<file path="config.mk">
export PLATFORM = sky130hd
export DESIGN_NAME = white_pawn_push_serializer
export DESIGN_NICKNAME = d
export VERILOG_FILES = /design/src/rtl/white_pawn_push_serializer.sv
export SDC_FILE = /design/constraint.sdc
export NUM_CORES = 1
export LEC_CHECK = 0
export ABC_CLOCK_PERIOD_IN_PS = 4300
export BUFFER_PORTS_ARGS = -buffer_cell sky130_fd_sc_hd__buf_2
export CAP_MARGIN = 5
export CORE_MARGIN = 3
export CORE_UTILIZATION = 50
export CTS_BUF_LIST = sky130_fd_sc_hd__clkbuf_16
export CTS_CLUSTER_SIZE = 25
export DETAILED_ROUTE_END_ITERATION = 8
export HOLD_SLACK_MARGIN = 0.12
export PLACE_DENSITY = 0.73
export SLEW_MARGIN = 0
export SYNTH_ARGS = -nofsm -noshare
export SYNTH_HDL_FRONTEND = slang
export SYNTH_SLANG_ARGS = --single-unit
</file>
<file path="constraint.sdc">
create_clock -name clk -period 4.3 [get_ports clk]
set_clock_uncertainty 0.15 [all_clocks]
set_input_delay 0.215 -clock clk [delete_from_list [all_inputs] [get_ports clk]]
set_output_delay 0.215 -clock clk [all_outputs]
set_load 0.02 [all_outputs]
</file>
<file path="src/rtl/white_pawn_push_serializer.sv">
// White pawn push serializer: latches single/double push target sets on start and streams one move per cycle.
// Latency: first move_valid two cycles after start is sampled; done one cycle after the last accepted move.
// Backpressure: a presented move holds all fields stable until move_valid & move_ready; start is ignored while busy.
module white_pawn_push_serializer #(
  parameter logic [63:0] DOUBLE_RANK_MASK = 64'h00000000FF000000
) (
  input  logic        clk,
  input  logic        rst,
  input  logic        start,
  input  logic [63:0] occupied,
  input  logic [63:0] white_pawn,
  input  logic        move_ready,
  output logic        busy,
  output logic        move_valid,
  output logic [5:0]  move_from,
  output logic [5:0]  move_to,
  output logic        move_double,
  output logic        move_promo,
  output logic        done,
  output logic [4:0]  move_count
);

  typedef enum logic [1:0] {
    IDLE = 2'd0,
    EMIT = 2'd1,
    FIN  = 2'd2
  } state_t;

  state_t      state_q, state_d;
  logic [63:0] single_q, single_d;
  logic [63:0] double_q, double_d;
  logic        valid_q, valid_d;
  logic [5:0]  from_q, from_d;
  logic [5:0]  to_q, to_d;
  logic        dbl_q, dbl_d;
  logic        promo_q, promo_d;
  logic [4:0]  count_q, count_d;

  // Working copies of the remaining sets after removing an accepted move
  logic [63:0] single_rem;
  logic [63:0] double_rem;
  logic        accept;

  // Index of the lowest set bit; callers only use it on a non-zero vector
  function automatic logic [5:0] lsb_idx(input logic [63:0] v);
    logic [5:0] r;
    r = 6'd0;
    for (int i = 63; i >= 0; i--) begin
      if (v[i]) r = i[5:0];
    end
    return r;
  endfunction

  // Next-state and next-move computation
  always_comb begin
    state_d    = state_q;
    single_d   = single_q;
    double_d   = double_q;
    valid_d    = valid_q;
    from_d     = from_q;
    to_d       = to_q;
    dbl_d      = dbl_q;
    promo_d    = promo_q;
    count_d    = count_q;
    single_rem = single_q;
    double_rem = double_q;
    accept     = valid_q & move_ready;

    case (state_q)
      IDLE: begin
        valid_d = 1'b0;
        if (start) begin
          single_d = (white_pawn << 8) & ~occupied;
          double_d = (((white_pawn << 8) & ~occupied) << 8) & ~occupied & DOUBLE_RANK_MASK;
          count_d  = 5'd0;
          state_d  = EMIT;
        end
      end

      EMIT: begin
        // The presented move is always the lowest bit of the first non-empty set,
        // so accepting it just strips that lowest bit.
        if (accept) begin
          if (single_q != 64'd0) begin
            single_rem = single_q & (single_q - 64'd1);
          end else begin
            double_rem = double_q & (double_q - 64'd1);
          end
          if (count_q != 5'd31) count_d = count_q + 5'd1;
        end
        single_d = single_rem;
        double_d = double_rem;

        // Load a new move when nothing is shown or the shown one was just taken
        if (!valid_q || accept) begin
          if (single_rem != 64'd0) begin
            valid_d = 1'b1;
            to_d    = lsb_idx(single_rem);
            from_d  = to_d - 6'd8;
            dbl_d   = 1'b0;
            promo_d = (to_d >= 6'd56);
          end else if (double_rem != 64'd0) begin
            valid_d = 1'b1;
            to_d    = lsb_idx(double_rem);
            from_d  = to_d - 6'd16;
            dbl_d   = 1'b1;
            promo_d = (to_d >= 6'd56);
          end else begin
            valid_d = 1'b0;
            state_d = FIN;
          end
        end
      end

      FIN: begin
        valid_d = 1'b0;
        state_d = IDLE;
      end

      default: begin
        valid_d = 1'b0;
        state_d = IDLE;
      end
    endcase
  end

  // State and output registers with asynchronous reset
  always_ff @(posedge clk or posedge rst) begin
    if (rst) begin
      state_q  <= IDLE;
      single_q <= 64'd0;
      double_q <= 64'd0;
      valid_q  <= 1'b0;
      from_q   <= 6'd0;
      to_q     <= 6'd0;
      dbl_q    <= 1'b0;
      promo_q  <= 1'b0;
      count_q  <= 5'd0;
    end else begin
      state_q  <= state_d;
      single_q <= single_d;
      double_q <= double_d;
      valid_q  <= valid_d;
      from_q   <= from_d;
      to_q     <= to_d;
      dbl_q    <= dbl_d;
      promo_q  <= promo_d;
      count_q  <= count_d;
    end
  end

  assign busy        = (state_q != IDLE);
  assign done        = (state_q == FIN);
  assign move_valid  = valid_q;
  assign move_from   = from_q;
  assign move_to     = to_q;
  assign move_double = dbl_q;
  assign move_promo  = promo_q;
  assign move_count  = count_q;

endmodule
</file>
==> results by group <==
Flow run
  – Max-Cap Viols: 0

STA
  – Slew of the pin with the lowest slew margin: 1.382 ns
  – Fmax: approximately 220 MHz
  – Final worst slack: -0.2415 ns
  – Slew margin rel.: around 7.5%
  – RSZ-0062 raised after global routing: true
  – Setup violations, final: 10
  – Endpoints failing hold: 0
  – Final slew viol count: 0
  – Fin crit share: 105.6%
  – Min Tclk post-route: 4.541 ns

Global routing
  – Gr busiest metal: met2
  – Grt met2 use: 69.70%
  – First-pass GRT wire length: approximately 90000 um
  – Remaining Overflow, GRT: 0
  – M1 GR Usage: 55.81%
  – Pin count of the biggest net entering global routing: 81
  – Initial antenna violation count: 2
  – Met3 global-route usage: 13.80%
  – Gr usage total: 44.61%
  – Vias in the first global route: 16210

Die
  – I/O pin total: roughly 150
  – Die area: 25590 um2
  – Core area: ~23000 um2
  – Starting Density: 51.57%
  – Die height: around 160 um
  – Row count: 55
  – Die W: between 150 and 200 um

Power
  – P_leak: around 8.9 nW
  – Pwr dens: just under 1000 nW/um2
  – Overall power: between 0.015 and 0.02 W
  – Peak supply drop: around 0.65 mV

Setup path
  – WP data arrival: 4.73 ns
  – Buffers and inverters on the worst path: 3
  – CP dominant cell by count: o211ai_1
  – CP required: roughly 4.5 ns
  – CP max stage delay: approximately 0.57 ns
  – Maximum fanout along the worst path: 5
  – Startpoint class of the critical path: register
  – Setup crit end kind: register
  – Top delay family on crit path: simple AND/OR/NAND/NOR gates
  – Crit path max-delay cell type: or4_4
  – Crit Path Class: reg -> reg
  – Crit path cell chain: or4_4 > or4b_4 > buf_8 > or4_1 > a21o_1 > a21oi_1 > nor2b_2 > buf_4 > a211o_1 > o211ai_1 > a31oi_1 > inv_1 > ha_1 > nand2_1 > o211ai_1 > mux2_4

Synthesis
  – Main synth FF type: dfrtp_1
  – Synth Warn #: 0
  – Mean cell area of the mapped netlist: 7.502 um2
  – Async set-or-reset flop fraction in the synthesized netlist: 100.0%
  – Post-synth EDFFs: 0
  – Flops & latches, synth: between 100 and 150
  – Synth Cell Area: 11850 um2
  – Sequential area share after synthesis: roughly 31%
  – Yosys cell types: 91
  – Mapped Nets: between 1500 and 2000
  – Gate Count Post-Synth: ~1600

CTS
  – H-tree Lvls: 4
  – Root buffer cell: clkbuf_16
  – Clock tree buffer depth: 2
  – Clock transition at path regs: roughly 0.080 ns
  – Clock sink count: roughly 150
  – CTS buffer count: 17
  – Skew-Pair Late Insertion Delay: about 0.45 ns
  – CTS tree: yes

Detailed routing
  – Wire per inst: roughly 23 um
  – DRT Pass-1 Iters: 8
  – Vias/cell: ~6.6
  – DRT antenna net count: 0
  – Drt initial violations: approximately 2300
  – Vias: 16760
  – Final WL: just under 60000 um
  – Number of remaining DRC errors: 0

Cells and area
  – Antenna Cells: 0
  – Seq. cell area: between 3000 and 4000 um2
  – Layout cells sized above 1: 33.42%
  – Fill cell count: between 1500 and 2000
  – Area Overhead vs Synth: 53.40%
  – Multi-input gate area: 7948 um2
  – Nets: roughly 2300

Min path
  – Worst hold path type: in -> reg

Placement
  – RePlAce Congestion: ~1.1
  – Dpl ws: -0.3341 ns
  – IO Port Bufs: 137
  – Dpl hpwl: about 43000 um

Status
  – Status: finished with violations
  – Failing checks: setup timing
==> logic make-up after synthesis <==
| kind of cell | Yosys count | synth area share, % |
|---|---|---|
| compound gates | 492 | 27.42 |
| xor+xnor | 5 | 0.3695 |
| flops | 147 | 31.04 |
| mux | 4 | 0.3589 |
| buf+inv | 167 | 5.669 |
| fa+ha+maj | 16 | 1.446 |
| simple gates | 749 | 33.71 |
==> registers in the layout, summed over array words and instances (netlist names) <==
register and count:
move_valid 1, move_double 1, move_from 6, double_q 64, single_q 64, state_q 2
move_promo 1, move_count 5, move_to 3
==> worst reg2reg max path, stage by stage (launching register included) <==
cell and delay [ns]:
dfrtp_1 0.38, or4_4 0.57, or4b_4 0.57, buf_8 0.16, or4_1 0.53, a21o_1 0.22, a21oi_1 0.20, nor2b_2 0.19
buf_4 0.13, a211o_1 0.11, o211ai_1 0.18, a31oi_1 0.29, inv_1 0.07, ha_1 0.22, nand2_1 0.10, o211ai_1 0.11
mux2_4 0.26
==> cell usage after synthesis, types with 5 or more instances <==
| cell type | instances | area, um2 |
|---|---|---|
| a2111oi_0 | 8 | 70.07 |
| a211o_1 | 7 | 61.31 |
| a211oi_1 | 17 | 127.6 |
| a21boi_0 | 7 | 52.55 |
| a21o_1 | 7 | 52.55 |
| a21oi_1 | 123 | 615.6 |
| a22oi_1 | 5 | 37.54 |
| a31oi_1 | 17 | 106.4 |
| a32o_1 | 6 | 60.06 |
| a32oi_1 | 15 | 131.4 |
| and2_1 | 12 | 75.07 |
| and3_1 | 13 | 81.33 |
| and4_1 | 7 | 61.31 |
| buf_2 | 11 | 55.05 |
| buf_4 | 6 | 45.04 |
| clkbuf_1 | 78 | 292.8 |
| dfrtp_1 | 147 | 3679 |
| inv_1 | 65 | 244.0 |
| maj3_1 | 11 | 110.1 |
| nand2_1 | 186 | 698.2 |
| nand2b_1 | 35 | 219.0 |
| nand3_1 | 60 | 300.3 |
| nand3b_1 | 13 | 97.59 |
| nand4_1 | 50 | 312.8 |
| nor2_1 | 147 | 551.8 |
| nor2b_1 | 9 | 56.30 |
| nor3_1 | 60 | 300.3 |
| nor3b_1 | 6 | 45.04 |
| nor4_1 | 57 | 356.6 |
| nor4b_1 | 6 | 52.55 |
| o211a_1 | 10 | 100.1 |
| o211ai_1 | 25 | 187.7 |
| o21a_1 | 10 | 75.07 |
| o21ai_0 | 96 | 480.5 |
| o21ai_1 | 13 | 65.06 |
| o22ai_1 | 36 | 225.2 |
| o31a_1 | 11 | 96.34 |
| o31ai_1 | 25 | 187.7 |
| o41ai_1 | 8 | 70.07 |
| or2_2 | 9 | 56.30 |
| or3_1 | 21 | 131.4 |
| or4_1 | 25 | 187.7 |
| xor2_1 | 5 | 43.79 |
==> per-layer routing <==
| layer | vias to the layer above | part of all wire (%) |
|---|---|---|
| met2 | 1334 | 44 |
| met3 | 348 | 13 |
| met5 | - | 0.044 |
| met4 | 4 | 6.8 |
| li1 | 7255 | - |
| met1 | 7818 | 37 |
==> what timing repair did <==
action,in CTS,in global routing
buffers inserted,7,7
resized for setup,44,66
hold endpoints to repair,97,0
gates cloned,0,1
pin swaps,25,33
hold buffers,116,0
setup endpoints to repair,13,14
==> report_power, final <==
part / internal [W] / total, W / switching (W)
Sequential: 0.00166 / 0.00194 / 0.000280
Combinational: 0.00656 / 0.0145 / 0.00794
Clock: 0.000815 / 0.00155 / 0.000735
==> worst paths after layout <==
check / start / slack, ns / end / cells past startpoint
worst max-delay path: single_q[18] / -0.24 / move_from[5] / 16
worst min-delay path: white_pawn[8] / 0.12 / single_q[16] / 4
worst max register to register: single_q[18] / -0.24 / move_from[5] / 16
worst min register to register: move_from[3] / 0.36 / move_from[3] / 2
max in group asynchronous: rst / 2.65 / double_q[45] / 4
min in group asynchronous: rst / 0.33 / single_q[52] / 3
==> layout make-up <==
cell class | instances | area share, %
clock inverters | 15 | 0.7982
flip-flops and latches | 147 | 20.24
well taps | 313 | 2.154
multi-input cells | 1266 | 43.71
clock buffers | 17 | 2.340
repair buffers | 705 | 29.36
inverters | 67 | 1.404
==> through the flow <==
step / hold WS, ns / std cells / util, % / TNS, ns / instance area (um2)
after floorplan: 0.1613 / 1580 / - / -0.01142 / 11860
after global placement: 0.2498 / 2367 / 68.97 / -1.451 / 15850
after detailed placement: 0.2661 / 2367 / 68.97 / -2.245 / 15850
after CTS: 0.1304 / 2522 / 77.53 / -0.09102 / 17820
after global routing: 0.1347 / 2530 / 79.11 / -2.337 / 18180
final: 0.1249 / 2530 / 79.11 / -1.266 / 18180
==> placed cells by master, fill, tap and decap left out, drive strengths merged, types with 8 or more instances in the layout <==
| master | n |
|---|---|
| nand2 | 186 |
| or2 | 10 |
| maj3 | 12 |
| o211ai | 25 |
| buf | 589 |
| nor2 | 147 |
| nor3 | 63 |
| a211oi | 17 |
| a21oi | 123 |
| nor2b | 10 |
| dlygate4sd3 | 116 |
| o31ai | 26 |
| o22ai | 36 |
| and2 | 12 |
| o211a | 10 |
| clkbuf | 17 |
| o31a | 11 |
| o21a | 10 |
| a2111oi | 8 |
| and3 | 14 |
| a21boi | 8 |
| or3 | 21 |
| o21ai | 109 |
| nand2b | 35 |
| o41ai | 8 |
| inv | 75 |
| a32oi | 15 |
| nand3 | 61 |
| dfrtp | 147 |
| nand4 | 53 |
| or4 | 29 |
| a31oi | 17 |
| nor4 | 64 |
| nand3b | 13 |
Note: power is estimated with default switching activity, not from simulation.
